File: src/rtl/enc_step_ctrl_if.sv
// Encoder step controller bus: step pulses, host load handshake and status.
interface enc_step_ctrl_if;
  logic       step_add;
  logic       step_sub;
  logic       ld_req;
  logic [4:0] ld_val;
  logic       ld_ack;
  logic [4:0] pos;
  logic       upd;
  logic [1:0] LED;

  modport master (
    output step_add, step_sub, ld_req, ld_val,
    input  ld_ack, pos, upd, LED
  );

  modport slave (
    input  step_add, step_sub, ld_req, ld_val,
    output ld_ack, pos, upd, LED
  );
endinterface

File: src/rtl/enc_step_ctrl.sv
// Position controller driven by encoder step pulses and host loads.
// One update is applied per IDLE->APPLY->HOLD loop; the HOLD lockout
// rate-limits updates while pulses arriving meanwhile are kept pending.
module enc_step_ctrl #(
  parameter int MAX_POS     = 19,
  parameter int HOLD_CYCLES = 4
) (
  input logic            clk,
  input logic            BTN,
  enc_step_ctrl_if.slave bus
);

  localparam int CNT_W = $clog2(HOLD_CYCLES + 1);
  localparam logic [4:0]       POS_MAX  = 5'(MAX_POS);
  localparam logic [CNT_W-1:0] CNT_LAST = CNT_W'(HOLD_CYCLES - 1);

  typedef enum logic [1:0] {IDLE, APPLY, HOLD} state_t;

  state_t           state_q, state_d;
  logic [CNT_W-1:0] cnt_q, cnt_d;
  logic             ld_sel_q, ld_sel_d;
  logic             pend_add_q, pend_sub_q;
  logic             clr_add, clr_sub;
  logic [4:0]       pos_q, pos_d;
  logic [1:0]       led_q, led_d;
  logic             upd_q, upd_d;
  logic             ack;

  // Host values above the legal range saturate at the top position.
  function automatic logic [4:0] clamp_pos(input logic [4:0] v);
    return (v > POS_MAX) ? POS_MAX : v;
  endfunction

  function automatic logic [4:0] inc_wrap(input logic [4:0] p);
    return (p == POS_MAX) ? 5'd0 : p + 5'd1;
  endfunction

  function automatic logic [4:0] dec_wrap(input logic [4:0] p);
    return (p == 5'd0) ? POS_MAX : p - 5'd1;
  endfunction

  // Next-state, datapath update and handshake decode.
  always_comb begin
    state_d  = state_q;
    cnt_d    = cnt_q;
    ld_sel_d = ld_sel_q;
    pos_d    = pos_q;
    led_d    = led_q;
    upd_d    = 1'b0;
    clr_add  = 1'b0;
    clr_sub  = 1'b0;
    ack      = 1'b0;
    case (state_q)
      IDLE: begin
        // A load outranks pending steps; the choice is frozen for APPLY.
        if (bus.ld_req || pend_add_q || pend_sub_q) begin
          state_d  = APPLY;
          ld_sel_d = bus.ld_req;
        end
      end
      APPLY: begin
        state_d = HOLD;
        cnt_d   = '0;
        if (ld_sel_q) begin
          pos_d   = clamp_pos(bus.ld_val);
          led_d   = 2'b11;
          upd_d   = 1'b1;
          ack     = 1'b1;
          clr_add = 1'b1;
          clr_sub = 1'b1;
        end else if (pend_add_q && !pend_sub_q) begin
          pos_d   = inc_wrap(pos_q);
          led_d   = 2'b01;
          upd_d   = 1'b1;
          clr_add = 1'b1;
        end else if (pend_sub_q && !pend_add_q) begin
          pos_d   = dec_wrap(pos_q);
          led_d   = 2'b10;
          upd_d   = 1'b1;
          clr_sub = 1'b1;
        end else begin
          // Opposing steps cancel without touching position or source.
          clr_add = 1'b1;
          clr_sub = 1'b1;
        end
      end
      HOLD: begin
        if (cnt_q == CNT_LAST) begin
          state_d = IDLE;
          cnt_d   = '0;
        end else begin
          cnt_d = cnt_q + CNT_W'(1);
        end
      end
      default: state_d = IDLE;
    endcase
  end

  // State, counters, pending flags and outputs; BTN clears everything at once.
  always_ff @(posedge clk or posedge BTN) begin
    if (BTN) begin
      state_q    <= IDLE;
      cnt_q      <= '0;
      ld_sel_q   <= 1'b0;
      pend_add_q <= 1'b0;
      pend_sub_q <= 1'b0;
      pos_q      <= 5'd0;
      led_q      <= 2'b00;
      upd_q      <= 1'b0;
    end else begin
      state_q    <= state_d;
      cnt_q      <= cnt_d;
      ld_sel_q   <= ld_sel_d;
      // A fresh pulse wins over a same-cycle clear so it is never lost.
      pend_add_q <= bus.step_add | (pend_add_q & ~clr_add);
      pend_sub_q <= bus.step_sub | (pend_sub_q & ~clr_sub);
      pos_q      <= pos_d;
      led_q      <= led_d;
      upd_q      <= upd_d;
    end
  end

  assign bus.pos    = pos_q;
  assign bus.LED    = led_q;
  assign bus.upd    = upd_q;
  assign bus.ld_ack = ack;

endmodule

File: src/flat_wrapper.sv
// flat-port wrapper written by rule: the top's interface ports become plain ports
module enc_step_ctrl_flat 
#(
  parameter int MAX_POS     = 19,
  parameter int HOLD_CYCLES = 4
)
  (clk, BTN, bus_step_add, bus_step_sub, bus_ld_req, bus_ld_val, bus_ld_ack, bus_pos, bus_upd, bus_LED);
  enc_step_ctrl_if bus_i ();
  input logic clk;
  input logic BTN;
  input wire logic [$bits(bus_i.step_add)-1:0] bus_step_add;
  input wire logic [$bits(bus_i.step_sub)-1:0] bus_step_sub;
  input wire logic [$bits(bus_i.ld_req)-1:0] bus_ld_req;
  input wire logic [$bits(bus_i.ld_val)-1:0] bus_ld_val;
  output wire logic [$bits(bus_i.ld_ack)-1:0] bus_ld_ack;
  output wire logic [$bits(bus_i.pos)-1:0] bus_pos;
  output wire logic [$bits(bus_i.upd)-1:0] bus_upd;
  output wire logic [$bits(bus_i.LED)-1:0] bus_LED;
  assign bus_i.step_add = bus_step_add;
  assign bus_i.step_sub = bus_step_sub;
  assign bus_i.ld_req = bus_ld_req;
  assign bus_i.ld_val = bus_ld_val;
  assign bus_ld_ack = bus_i.ld_ack;
  assign bus_pos = bus_i.pos;
  assign bus_upd = bus_i.upd;
  assign bus_LED = bus_i.LED;
  enc_step_ctrl #(.MAX_POS(MAX_POS), .HOLD_CYCLES(HOLD_CYCLES)) u_core (.clk(clk), .BTN(BTN), .bus(bus_i));
endmodule
File: config.mk
export PLATFORM = sky130hd
export DESIGN_NAME = enc_step_ctrl_flat
export DESIGN_NICKNAME = d
export VERILOG_FILES = /design/src/rtl/enc_step_ctrl_if.sv /design/src/rtl/enc_step_ctrl.sv /design/src/flat_wrapper.sv
export SDC_FILE = /design/constraint.sdc
export NUM_CORES = 1
export LEC_CHECK = 0
export BUFFER_PORTS_ARGS = -buffer_cell sky130_fd_sc_hd__clkbuf_2
export CORE_ASPECT_RATIO = 1.2
export CORE_MARGIN = 2
export CORE_UTILIZATION = 24
export DETAILED_ROUTE_END_ITERATION = 7
export PLACE_DENSITY = 0.47
export SLEW_MARGIN = 20
export SYNTH_ARGS = -nofsm -noshare
export SYNTH_HDL_FRONTEND = slang
export SYNTH_SLANG_ARGS = --single-unit
export TNS_END_PERCENT = 1
File: constraint.sdc
create_clock -name clk -period 1.5 [get_ports clk]
set_input_delay 0.3 -clock clk [delete_from_list [all_inputs] [get_ports clk]]
set_output_delay 0.3 -clock clk [all_outputs]
set_load 0.005 [all_outputs]
==> impl_metrics.py <==
metrics = {
    "run_status": {
        "status": "finished with violations",
        "failed_checks": "negative setup slack",
    },
    "yosys": {
        "ys.warnings.count": 0,
        "synthesis.nets": 128,
        "synth_edf_count": 0,
        "yosysUniqueCellTypes": 41,
        "synth-main-ff-cell": "dfrtp_1",
        "yosys_register_bits": 16,
        "ys_seq_area_frac": 0.3946,
        "syn_avg_cell_area_um2": 9.225,
        "syn_inst": 110,
        "async_flop_share": 1.000,
        "syn_area_um2": 1015,
    },
    "worst_hold_path": {
        "hp-class": "in2async",
    },
    "clock_network": {
        "cts_buffer_depth": 2,
        "clock_sinks": 16,
        "cts_buffers": 3,
        "cts_root_buffer": "clkbuf_8",
        "cts_tree": "done",
        "cts_hold_buf": 0,
        "cts.clk_slew.worst_paths_ns": 0.07,
        "htreeDepth": 1,
        "insertion_delay_ns": 0.25,
    },
    "setup_path": {
        "cp-start-kind": "flop",
        "slowest_delay_ns": 0.37,
        "crit_buf_inv": 3,
        "required_ns": 1.63,
        "cp_cell_sequence": "inv_1 -> ha_2 -> inv_2 -> o21ai_4 -> buf_4 -> a211oi_1 -> a21oi_1",
        "cpMaxStageDelayCell": "dfrtp_1",
        "path_class": "reg2reg",
        "cp_max_fo": 6,
        "worstPathArrival_ns": 1.65,
        "worst_setup_path_end_kind": "flop",
        "critPathTopFamily": "compound AO/OA/AOI/OAI gates",
    },
    "die": {
        "row_count": 25,
        "coreArea_um2": 4004,
        "dieHeight_um": 75.23,
        "fp.dieW_um": 63.36,
        "start_util": 0.2534,
        "io-pin-count": 19,
        "die-area_um2": 4766,
    },
    "timing": {
        "clock_skew_ns": 0.002797,
        "finalWorstSetupSlack_ns": -0.01521,
        "min_period_over_period": 1.010,
        "hold_viol": 0,
        "rsz0062_at_grt": "yes",
        "finalSetupViolCount": 2,
        "final_max_slew_viol_count": 0,
        "fin_tns_setup_ns": -0.02314,
        "min_period_ns": 1.515,
        "tightest_slew_ns": 0.3397,
        "fmax_ghz": 0.6600,
        "relSlewSlack": 0.7714,
    },
    "global_routing": {
        "grt_pass1_vias": 997,
        "grt_pass1_wl_mm": 4.491,
        "grt_overflow_total": 0,
        "antenna_found_initial": 0,
        "grt_max_degree": 17,
        "grt_usage": 0.1210,
    },
    "final_layout": {
        "post-route-util": 0.3438,
        "finalNetCount": 164,
        "layout_common_cells": "18 x clkbuf_2, 16 x buf_4, 15 x dfrtp_1, 9 x o21ai_0, 9 x inv_1",
        "layout_commonest_cell": "clkbuf_2",
        "layout-drive-gt1-share": 0.3793,
        "syn_to_final_growth_pct": 35.64,
        "design_area_um2": 1376,
        "diodes": 0,
        "final_cell_count_no_fill": 199,
    },
    "route": {
        "drt-vias-per-instance": 4.683,
        "drt_first_iter_violations": 77,
        "vias": 932,
        "dr.pass1.iters": 4,
        "drc": 0,
        "postRouteWirelength_mm": 2.517,
        "drtAntennaViolNets": 0,
        "wl_per_cell_um": 12.65,
    },
    "power": {
        "irDropWorstVdd_uv": 889.5,
        "leakagePower_nw": 0.6202,
        "power.density_nw_per_um2": 2124,
    },
    "placed_design": {
        "gp_congestion": 0.9025,
        "dp.cells": 192,
        "dpl.hpwl_mm": 1.947,
        "io_buffers": 18,
        "place_area_um2": 1266,
    },
    "job": {
        "maxCapViolCount": 0,
    },
}
## path summary, 6_finish.rpt
kind	startpoint	to	slack (ns)	depth (start not counted)
max	u_core.pend_sub_q	u_core.bus.pos[2]	-0.02	7
min	BTN	u_core.cnt_q[0]	0.02	3
max reg2reg	u_core.pend_sub_q	u_core.bus.pos[2]	-0.02	7
min reg2reg	u_core.cnt_q[2]	u_core.cnt_q[2]	0.52	2
max in group asynchronous	BTN	u_core.bus.pos[0]	1.28	3
min in group clk	bus_step_sub	u_core.pend_sub_q	0.23	2
## flip-flops by register name, summed over array words and instances, names as in the netlist
| signal | cells |
|---|---|
| u_core.pend_add_q | 1 |
| u_core.bus.LED | 2 |
| u_core.pend_sub_q | 1 |
| u_core.state_q | 2 |
| u_core.cnt_q | 3 |
| u_core.ld_sel_q | 1 |
| u_core.bus.upd | 1 |
| u_core.bus.pos | 5 |
## report_power, final
part / leakage (nW) / internal [W] / total, W / switching (W)
registers: 0.190 / 0.000617 / 0.000769 / 0.000152
logic: 0.401 / 0.000850 / 0.00176 / 0.000912
clock network: 0.0288 / 0.000233 / 0.000391 / 0.000158
## tightest hold or removal path, cell delays in order
cell and delay, ns:
clkbuf_2 0.08, inv_1 0.04, buf_4 0.23
## cell usage after synthesis, drive strengths merged (3+ instances only)
| cell | number | share of area |
|---|---|---|
| nor2 | 4 | 0.015 |
| nand3 | 5 | 0.025 |
| o21ai | 12 | 0.070 |
| nor3 | 5 | 0.025 |
| dfrtp | 16 | 0.39 |
| nand2b | 3 | 0.018 |
| ha | 8 | 0.099 |
| inv | 15 | 0.055 |
| buf | 3 | 0.021 |
| a21oi | 7 | 0.038 |
| nand2 | 4 | 0.015 |
## per-layer routing
| layer | up-vias | share of wire | GRT usage | wire [um] |
|---|---|---|---|---|
| met2 | 18 | 0.51 | 0.2187 | 1276 |
| li1 | 462 | - | - | - |
| met1 | 447 | 0.43 | 0.1332 | 1077 |
| met4 | 0 | 0.022 | 0.06763 | 55 |
| met3 | 5 | 0.043 | 0.02691 | 108 |
| met5 | - | 0 | 0 | 0 |
## timing repair
item | 4_1_cts | 5_1_grt
resized for setup | 4 | 5
endpoints found under the setup margin | 4 | 9
pin swaps | 0 | 1
buffers inserted | 1 | 2
## stage by stage
| step | power (W) | worst slack (ns) | hold WS, ns |
|---|---|---|---|
| 4_1_cts | 0.002891 | -0.03397 | 0.02532 |
| 3_3_place_gp | 0.002398 | -0.008590 | 0.3036 |
| 5_1_grt | 0.003226 | -0.1264 | 0.04041 |
| 3_5_place_dp | 0.002420 | -0.03126 | 0.3074 |
| 2_1_floorplan | 0.001832 | -0.007168 | 0.2137 |
| 6_report | 0.002923 | -0.01521 | 0.02051 |
## logic make-up after synthesis
group                    after synthesis  share of synthesized area
multiplexers                           2                    0.02096
flip-flops                            16                     0.3946
AND/OR/NAND/NOR                       28                     0.1529
adder cells (fa/ha/maj)                8                    0.09865
buffers and inverters                 19                    0.08014
XOR/XNOR                               2                    0.01727
AO/OA/AOI/OAI                         35                     0.2355
## area by class of cell
class / instances / area (um^2)
fillers: 449 / 2628
multi-input cells: 75 / 574.3
flip-flops and latches: 16 / 401.6
repair buffers: 35 / 221.5
well taps: 54 / 67.56
inverters: 15 / 56.30
clock buffers: 4 / 55.05
(Power assumes the default switching activity.)
